### src/rtl/uart_rx.sv
// 8N1 UART receiver: 2-flop input synchroniser, 3-sample majority vote at mid-bit,
// and a one-deep holding register with sticky overrun and framing-error flags.
//
// state    | meaning
// ---------+-------------------------------------------------------------
// ST_IDLE  | line idle, waiting for rx_s low (start edge)
// ST_START | timing the start bit, a high vote means a false start
// ST_DATA  | shifting in 8 data bits, LSB first
// ST_STOP  | voting on the stop bit, releases to idle at the vote point
// ST_BREAK | stop bit was low, waiting for the line to return high
module uart_rx #(
  parameter int CLKS_PER_BIT = 417,
  parameter int CNT_W        = $clog2(CLKS_PER_BIT)
) (
  input  logic       clk_core,
  input  logic       resetn,
  input  logic       rx,
  input  logic       rd,
  output logic [7:0] data,
  output logic       full,
  output logic       overrun,
  output logic       frame_err
);

  typedef enum logic [2:0] {
    ST_IDLE,
    ST_START,
    ST_DATA,
    ST_STOP,
    ST_BREAK
  } state_t;

  localparam logic [CNT_W-1:0] CNT_LAST = CNT_W'(CLKS_PER_BIT - 1);
  localparam logic [CNT_W-1:0] SAMP_0   = CNT_W'(CLKS_PER_BIT / 2 - 1);
  localparam logic [CNT_W-1:0] SAMP_1   = CNT_W'(CLKS_PER_BIT / 2);
  localparam logic [CNT_W-1:0] VOTE_PT  = CNT_W'(CLKS_PER_BIT / 2 + 1);

  state_t           state_q, state_d;
  logic             rx_meta_q, rx_s_q;
  logic [CNT_W-1:0] cnt_q, cnt_d;
  logic [2:0]       bit_idx_q, bit_idx_d;
  logic [1:0]       samp_q, samp_d;
  logic [7:0]       shift_q, shift_d;
  logic             accept_q, accept_d;
  logic [7:0]       data_q, data_d;
  logic             full_q, full_d;
  logic             overrun_q, overrun_d;
  logic             frame_err_q, frame_err_d;
  logic             vote;
  logic             at_vote;

  assign vote    = (samp_q[0] & samp_q[1]) | (samp_q[0] & rx_s_q) | (samp_q[1] & rx_s_q);
  assign at_vote = (cnt_q == VOTE_PT);

  always_comb begin
    state_d     = state_q;
    cnt_d       = cnt_q;
    bit_idx_d   = bit_idx_q;
    samp_d      = samp_q;
    shift_d     = shift_q;
    accept_d    = 1'b0;
    data_d      = data_q;
    full_d      = full_q;
    overrun_d   = overrun_q;
    frame_err_d = frame_err_q;

    if (rd) begin
      full_d      = 1'b0;
      overrun_d   = 1'b0;
      frame_err_d = 1'b0;
    end

    // A read in the acceptance cycle frees the register before the new byte lands.
    if (accept_q) begin
      if (!full_q || rd) begin
        data_d = shift_q;
        full_d = 1'b1;
      end else begin
        overrun_d = 1'b1;
      end
    end

    if (state_q == ST_START || state_q == ST_DATA || state_q == ST_STOP) begin
      cnt_d = (cnt_q == CNT_LAST) ? '0 : cnt_q + CNT_W'(1);
      if (cnt_q == SAMP_0) samp_d[0] = rx_s_q;
      if (cnt_q == SAMP_1) samp_d[1] = rx_s_q;
    end

    case (state_q)
      ST_IDLE: begin
        if (!rx_s_q) begin
          cnt_d   = '0;
          state_d = ST_START;
        end
      end
      ST_START: begin
        if (at_vote) begin
          if (!vote) begin
            bit_idx_d = 3'd0;
            state_d   = ST_DATA;
          end else begin
            state_d = ST_IDLE;
          end
        end
      end
      ST_DATA: begin
        if (at_vote) begin
          shift_d   = {vote, shift_q[7:1]};
          bit_idx_d = bit_idx_q + 3'd1;
          if (bit_idx_q == 3'd7) state_d = ST_STOP;
        end
      end
      ST_STOP: begin
        if (at_vote) begin
          if (vote) begin
            accept_d = 1'b1;
            state_d  = ST_IDLE;
          end else begin
            frame_err_d = 1'b1;
            state_d     = ST_BREAK;
          end
        end
      end
      ST_BREAK: begin
        if (rx_s_q) state_d = ST_IDLE;
      end
      default: state_d = ST_IDLE;
    endcase
  end

  always_ff @(posedge clk_core or negedge resetn) begin
    if (!resetn) begin
      rx_meta_q   <= 1'b1;
      rx_s_q      <= 1'b1;
      state_q     <= ST_IDLE;
      cnt_q       <= '0;
      bit_idx_q   <= 3'd0;
      samp_q      <= 2'b00;
      shift_q     <= 8'h00;
      accept_q    <= 1'b0;
      data_q      <= 8'h00;
      full_q      <= 1'b0;
      overrun_q   <= 1'b0;
      frame_err_q <= 1'b0;
    end else begin
      rx_meta_q   <= rx;
      rx_s_q      <= rx_meta_q;
      state_q     <= state_d;
      cnt_q       <= cnt_d;
      bit_idx_q   <= bit_idx_d;
      samp_q      <= samp_d;
      shift_q     <= shift_d;
      accept_q    <= accept_d;
      data_q      <= data_d;
      full_q      <= full_d;
      overrun_q   <= overrun_d;
      frame_err_q <= frame_err_d;
    end
  end

  assign data      = data_q;
  assign full      = full_q;
  assign overrun   = overrun_q;
  assign frame_err = frame_err_q;

endmodule

### config.mk
export PLATFORM = sky130hd
export DESIGN_NAME = uart_rx
export DESIGN_NICKNAME = d
export VERILOG_FILES = /design/src/rtl/uart_rx.sv
export SDC_FILE = /design/constraint.sdc
export NUM_CORES = 1
export LEC_CHECK = 0
export BUFFER_PORTS_ARGS = -buffer_cell sky130_fd_sc_hd__buf_2
export CAP_MARGIN = 20
export CORE_ASPECT_RATIO = 1.25
export CORE_MARGIN = 2
export CORE_UTILIZATION = 40
export CTS_CLUSTER_SIZE = 16
export DETAILED_ROUTE_END_ITERATION = 8
export MAX_ROUTING_LAYER = met4
export SYNTH_ARGS = -nofsm -noshare
export SYNTH_HDL_FRONTEND = slang
export SYNTH_SLANG_ARGS = --single-unit
export TNS_END_PERCENT = 20
### constraint.sdc
create_clock -name clk_core -period 2.15 [get_ports clk_core]
set_input_delay 0 -clock clk_core [delete_from_list [all_inputs] [get_ports clk_core]]
set_output_delay 0 -clock clk_core [all_outputs]
set_load 0.01 [all_outputs]
==> key figures, run 1 <==
Global routing
  • First-pass GRT wire length: 5340 um
  • Antenna violations before repair: 0
  • Pin count of the biggest net entering global routing: 40
  • GRT Total Usage: 14.2%
  • Grt ovf: 0
  • Number of global-route vias before repair: 1196

CTS
  • H-tree level count: 2
  • CTS Root Cell: clkbuf_8
  • Clk slew on worst S/H paths: 0.07 ns
  • CTS Buf Count: 5
  • Worst-case clock buffer depth: 2
  • Post-CTS setup buffer count: 0
  • Sink Count: 39
  • Worst-Skew Late Latency: 0.29 ns
  • CTS tree: yes

Final layout
  • Nets: 173
  • Core Util, Final: 47.3%
  • Area of the multi-input gates: 733 um^2
  • Inserted Diodes: 0
  • Storage cell area: 978 um^2
  • Share of cells above drive strength 1: 23.0%
  • Synth-to-layout area growth: 15.9%
  • Commonest non-fill, non-tap cell in the layout: dfrtp_1
  • Most frequent cells in the layout: dfrtp_1, buf_2, nor2_1, mux2_1, mux2_2
  • # fillers: 429

Critical path
  • Startpoint Class: register
  • WP data required: 2.32 ns
  • Crit. End Element: register
  • FF-to-FF path depth: 6
  • CP max FO: 6
  • Crit Path Category: register to register
  • Crit path DAT: 2.05 ns

Placement
  • GPL Wtd Cong: 0.857
  • I/O Buffers: 14
  • Pre-CTS setup slack: 0.275 ns
  • DP HPWL: 2110 um

Timing
  • Setup TNS: 0 ns
  • Final setup margin: 0.266 ns
  • Max frequency: 0.531 GHz
  • Worst-Margin Slew: 0.837 ns
  • RSZ-0062 raised after global routing: false
  • Worst rel slew slack: 44.2%
  • Final min period: 1.88 ns
  • Final setup viols: 0
  • Max Transition Viols Final: 0
  • Fin Clk Skew: 0.00573 ns
  • Final Hold Vio Count: 0
  • Final period utilization: 87.6%

Die
  • Die outline width: 63.4 um
  • Rows: 27
  • Die area: 4970 um^2
  • CORE AREA: 4320 um^2
  • Num ports: 15
  • Die Ht: 78.3 um
  • Initial core utilization: 40.9%

Routing
  • Pre-antenna DRT Iters: 4
  • Vias: 1140
  • Drc violations: 0
  • Remaining antenna violation count: 0
  • Iter 0 DRT Violations: 59
  • Via density: 5.11
  • Final WL: 2900 um
  • Wire per inst: 13.0 um

Synth
  • Avg Cell Area, Syn: 12.4 um^2
  • Syn_nets: 152
  • Cells after Synth: 143
  • Seq/Total Area, Yosys: 55.4%
  • Yosys warns: 0
  • Synth Cell Area: 1770 um^2
  • Post-synth cell types: 40
  • Yosys reg bits: 39

Power
  • Max IR drop VDD: 353 uV
  • Leakage power: 0.998 nW
  • PwrDens: 716 nW/um^2

Flow run
  • Max-Cap Viols: 0

Outcome
  • Outcome: completed

Hold path
  • Hold Crit Class: input port to async pin
-- metrics by stage --
step | instance area [um^2] | instances | total power (W) | hold slack [ns]
floorplan | 1770 | 143 | 0.000753 | -0.296
global placement | 1880 | 212 | 0.000771 | 0.105
detailed placement | 1880 | 212 | 0.000771 | 0.106
CTS | 2050 | 223 | 0.00149 | 0.338
global route | 2050 | 223 | 0.00153 | 0.348
finish | 2050 | 223 | 0.00147 | 0.345
-- layer usage --
layer,up-vias,routed length (um),global-route usage [%]
met5,-,0,-
met4,0,61,6.96
met3,8,118,4.01
met2,26,1560,23.5
met1,562,1160,15.6
li1,544,-,-
-- worst max-delay path, cell delays in order (launching register included) --
cell     delay [ns]
dfrtp_1        0.41
inv_1          0.10
ha_1           0.15
and2_1         0.14
nand3_1        0.15
or3_1          0.47
mux2_1         0.36
-- cells by family after synthesis --
family,count (synthesis),synth area share (%)
buf+inv,9,3.12
xor+xnor,8,3.97
fa+ha+maj,6,4.18
simple gates,50,16.1
compound gates,12,4.89
mux,19,12.3
flops,39,55.4
-- registers in the layout, summed over array words and instances (netlist names) --
name / cells
rx_meta_q: 1
state_q: 3
bit_idx_q: 3
accept_q: 1
rx_s_q: 1
cnt_q: 9
samp_q: 2
full: 1
overrun: 1
data: 8
frame_err: 1
shift_q: 8
-- worst paths after layout --
kind / slack, ns / start / end
hold / removal: 0.34 / resetn / data[0]
hold reg to reg: 0.36 / rx_meta_q / rx_s_q
max in group asynchronous: 1.27 / resetn / samp_q[1]
min in group clk_core: 0.36 / rx / rx_meta_q
setup / recovery: 0.27 / cnt_q[1] / shift_q[3]
setup reg to reg: 0.27 / cnt_q[1] / shift_q[3]
-- layout make-up --
cell class,count,area share [%]
clock buffer,6,3.55
timing repair buffer,19,5.62
tap,58,3.55
multi-input combinational,95,35.8
clock inverter,2,2.93
inverter,4,0.733
sequential,39,47.8
-- cells in the mapped netlist --
cell / count / share of area [%]
nand2b_1: 4 / 1.4
nor3_2: 1 / 0.57
mux2_4: 1 / 0.85
and3b_1: 1 / 0.50
nor4bb_1: 1 / 0.57
dfstp_2: 2 / 3.0
o21ai_0: 2 / 0.57
mux2_1: 10 / 6.4
nand2_1: 6 / 1.3
a22o_1: 2 / 0.99
inv_1: 4 / 0.85
o31ai_1: 1 / 0.43
and3_1: 2 / 0.71
nand4_1: 5 / 1.8
ha_1: 5 / 3.5
nand3_1: 4 / 1.1
and4_1: 2 / 0.99
or3_1: 2 / 0.71
a21oi_1: 3 / 0.85
nand3b_1: 1 / 0.43
maj3_2: 1 / 0.64
nor3_1: 2 / 0.57
dfrtp_1: 37 / 52
and4bb_1: 1 / 0.71
nor2_2: 1 / 0.35
xnor2_1: 1 / 0.50
and2_1: 3 / 1.1
nor2_1: 12 / 2.5
xor2_1: 7 / 3.5
buf_2: 1 / 0.28
a31o_2: 1 / 0.50
o21ba_1: 1 / 0.57
o32ai_1: 1 / 0.50
nor4_1: 1 / 0.35
mux2_2: 8 / 5.1
clkbuf_1: 2 / 0.43
a211o_1: 1 / 0.50
buf_4: 1 / 0.43
buf_12: 1 / 1.1
or3b_1: 1 / 0.50
-- repair_timing --
action,4_1_cts,5_1_grt
hold buffers,3,0
endpoints found under the hold margin,40,0
resized for setup,0,0
-- power by group --
group	total (W)	internal, W	switching [W]
clock network	0.000706	0.000464	0.000242
registers	0.000738	0.000737	0.00000166
logic	0.0000214	0.00000604	0.0000153
Power figures use the tool's default switching activity.
==> inputs of run 2 (changes only) <==
--- a/config.mk
+++ b/config.mk
@@ -13,6 +13,7 @@
 export CTS_CLUSTER_SIZE = 16
 export DETAILED_ROUTE_END_ITERATION = 8
 export MAX_ROUTING_LAYER = met4
+export PLACE_DENSITY = 0.65
 export SYNTH_ARGS = -nofsm -noshare
 export SYNTH_HDL_FRONTEND = slang
 export SYNTH_SLANG_ARGS = --single-unit
==> key figures, run 2 (synthesis results as in run 1) <==
CTS
  • Sink Count: 39 (unchanged)
  • H-tree level count: 2 (unchanged)
  • CTS tree: yes
  • Clk slew on worst S/H paths: 0.07 ns (about the same)
  • Post-CTS setup buffer count: 0 (unchanged)
  • Hold_buf cts: 3 (unchanged)
  • CTS Root Cell: clkbuf_8
  • Worst-Skew Late Latency: 0.29 ns (about the same)
  • Worst-case clock buffer depth: 2 (unchanged)
  • Post-cts resize count: 0 (unchanged)
  • CTS Buf Count: 5 (unchanged)

Die
  • Die area: 4970 um^2 (unchanged)
  • Rows: 27 (unchanged)
  • Die Ht: 78.3 um (unchanged)
  • Num ports: 15 (unchanged)
  • Initial core utilization: 40.9% (unchanged)
  • Die outline width: 63.4 um (unchanged)
  • CORE AREA: 4320 um^2 (unchanged)

Critical path
  • Crit path DAT: 2.09 ns (+0.04 ns)
  • Crit. End Element: register
  • Crit Path Category: register to register
  • WP data required: 2.32 ns (about the same)
  • Startpoint Class: register
  • CP max FO: 6 (unchanged)

Power
  • Design Power: 0.00147 W (+0.17%)
  • Leakage power: 0.994 nW (-0.42%)
  • PwrDens: 720 nW/um^2 (+0.54%)
  • Max IR drop VDD: 284 uV (-19%)

Placement
  • GPL Wtd Cong: 0.828 (-3.4%)
  • DP HPWL: 2090 um (-0.88%)
  • I/O Buffers: 14 (unchanged)

Final layout
  • Most flops, register: cnt_q
  • Share of cells above drive strength 1: 22.6% (-0.47 points)
  • Inserted Diodes: 0 (unchanged)
  • Max FFs per register: 9 (unchanged)
  • Area of the multi-input gates: 733 um^2 (unchanged)
  • Storage cell area: 978 um^2 (unchanged)
  • Nets: 172 (-0.58%)
  • # fillers: 410 (-4.4%)
  • Most frequent cells in the layout: dfrtp_1, buf_2, nor2_1, mux2_1, mux2_2
  • Synth-to-layout area growth: 15.4%
  • Commonest non-fill, non-tap cell in the layout: dfrtp_1

Routing
  • Vias: 1140 (unchanged)
  • Met1 Routed Length: 1250 um (+8.5%)
  • Remaining antenna violation count: 0 (unchanged)
  • Drc violations: 0 (unchanged)
  • Met3 wire length: 112 um (-5.1%)
  • Pre-antenna DRT Iters: 4 (unchanged)
  • Wire per inst: 13.2 um (+1.5%)
  • Iter 0 DRT Violations: 36 (-39%)
  • Uppermost layer routed: met4
  • Final WL: 2930 um (+1.1%)
  • Via density: 5.14 (+0.45%)
  • Met2 routed wirelength: 1510 um (-3.3%)

Global routing
  • First-pass GRT wire length: 5110 um (-4.3%)
  • GRT Total Usage: 13.7% (-0.44 points)
  • Grt ovf: 0 (unchanged)
  • Antenna violations before repair: 0 (unchanged)
  • Number of global-route vias before repair: 1139 (-4.8%)
  • Pin count of the biggest net entering global routing: 40 (unchanged)

Timing
  • RSZ-0062 raised after global routing: false
  • Max frequency: 0.521 GHz (-1.8%)
  • Final min period: 1.92 ns (+0.0346 ns)
  • Final period utilization: 89.2% (+1.6 points)
  • Final Hold Vio Count: 0 (unchanged)
  • Max Transition Viols Final: 0 (unchanged)
  • Hold slack: 0.351 ns (+0.00617 ns)
  • Final setup viols: 0 (unchanged)
  • Worst-Margin Slew: 0.863 ns (+0.0262 ns)
  • Fin Clk Skew: 0.00512 ns (-0.000613 ns)
  • Worst rel slew slack: 42.5% (-1.7 points)
  • Setup TNS: 0 ns (unchanged)

Outcome
  • Outcome: completed

Flow run
  • Max-Cap Viols: 0 (unchanged)

Hold path
  • Hold Crit Class: input port to register
run 2: power by group:
| part | internal, W | total (W) | switching (W) |
|---|---|---|---|
| Sequential | 0.000737 | 0.000738 | 0.00000167 |
| Combinational | 0.00000604 | 0.0000218 | 0.0000157 |
| Clock | 0.000464 | 0.000708 | 0.000244 |
| Total | 0.00121 | 0.00147 | 0.000261 |
run 2: stage by stage:
step           cells  cell area [um^2]  util (%)  setup WS [ns]
6_report         222              2040      47.2          0.232
5_1_grt          222              2040      47.2          0.144
4_1_cts          222              2040      47.2          0.218
3_5_place_dp     211              1880      43.4          0.235
3_3_place_gp     211              1880      43.4          0.308
2_1_floorplan    143              1770         -          0.411
run 2: worst paths after layout:
check	startpoint	to	slack, ns	cells past startpoint
hold / removal	rx	rx_meta_q	0.35	2
min in group asynchronous	resetn	data[1]	0.36	2
setup / recovery	cnt_q[1]	shift_q[2]	0.23	6
hold reg to reg	rx_meta_q	rx_s_q	0.36	0
max in group asynchronous	resetn	cnt_q[6]	1.25	2
setup reg to reg	cnt_q[1]	shift_q[2]	0.23	6
run 2: critical path, cell delays in order (launching register included):
cell and delay, ns:
dfrtp_1 0.42, inv_1 0.11, ha_1 0.14, and2_1 0.15, nand3_1 0.16, or3_1 0.48, mux2_1 0.36
run 2: layout make-up:
type	instances	area share, %
timing repair buffer	18	5.28
sequential	39	48.0
inverter	4	0.736
tap	58	3.56
clock inverter	2	2.94
clock buffer	6	3.56
multi-input combinational	95	36.0
run 2: metal layers:
| metal | track usage, % | vias to the layer above |
|---|---|---|
| met4 | 5.22 | 0 |
| met2 | 23.1 | 21 |
| li1 | - | 542 |
| met3 | 4.44 | 6 |
| met1 | 15.1 | 571 |
| met5 | - | - |
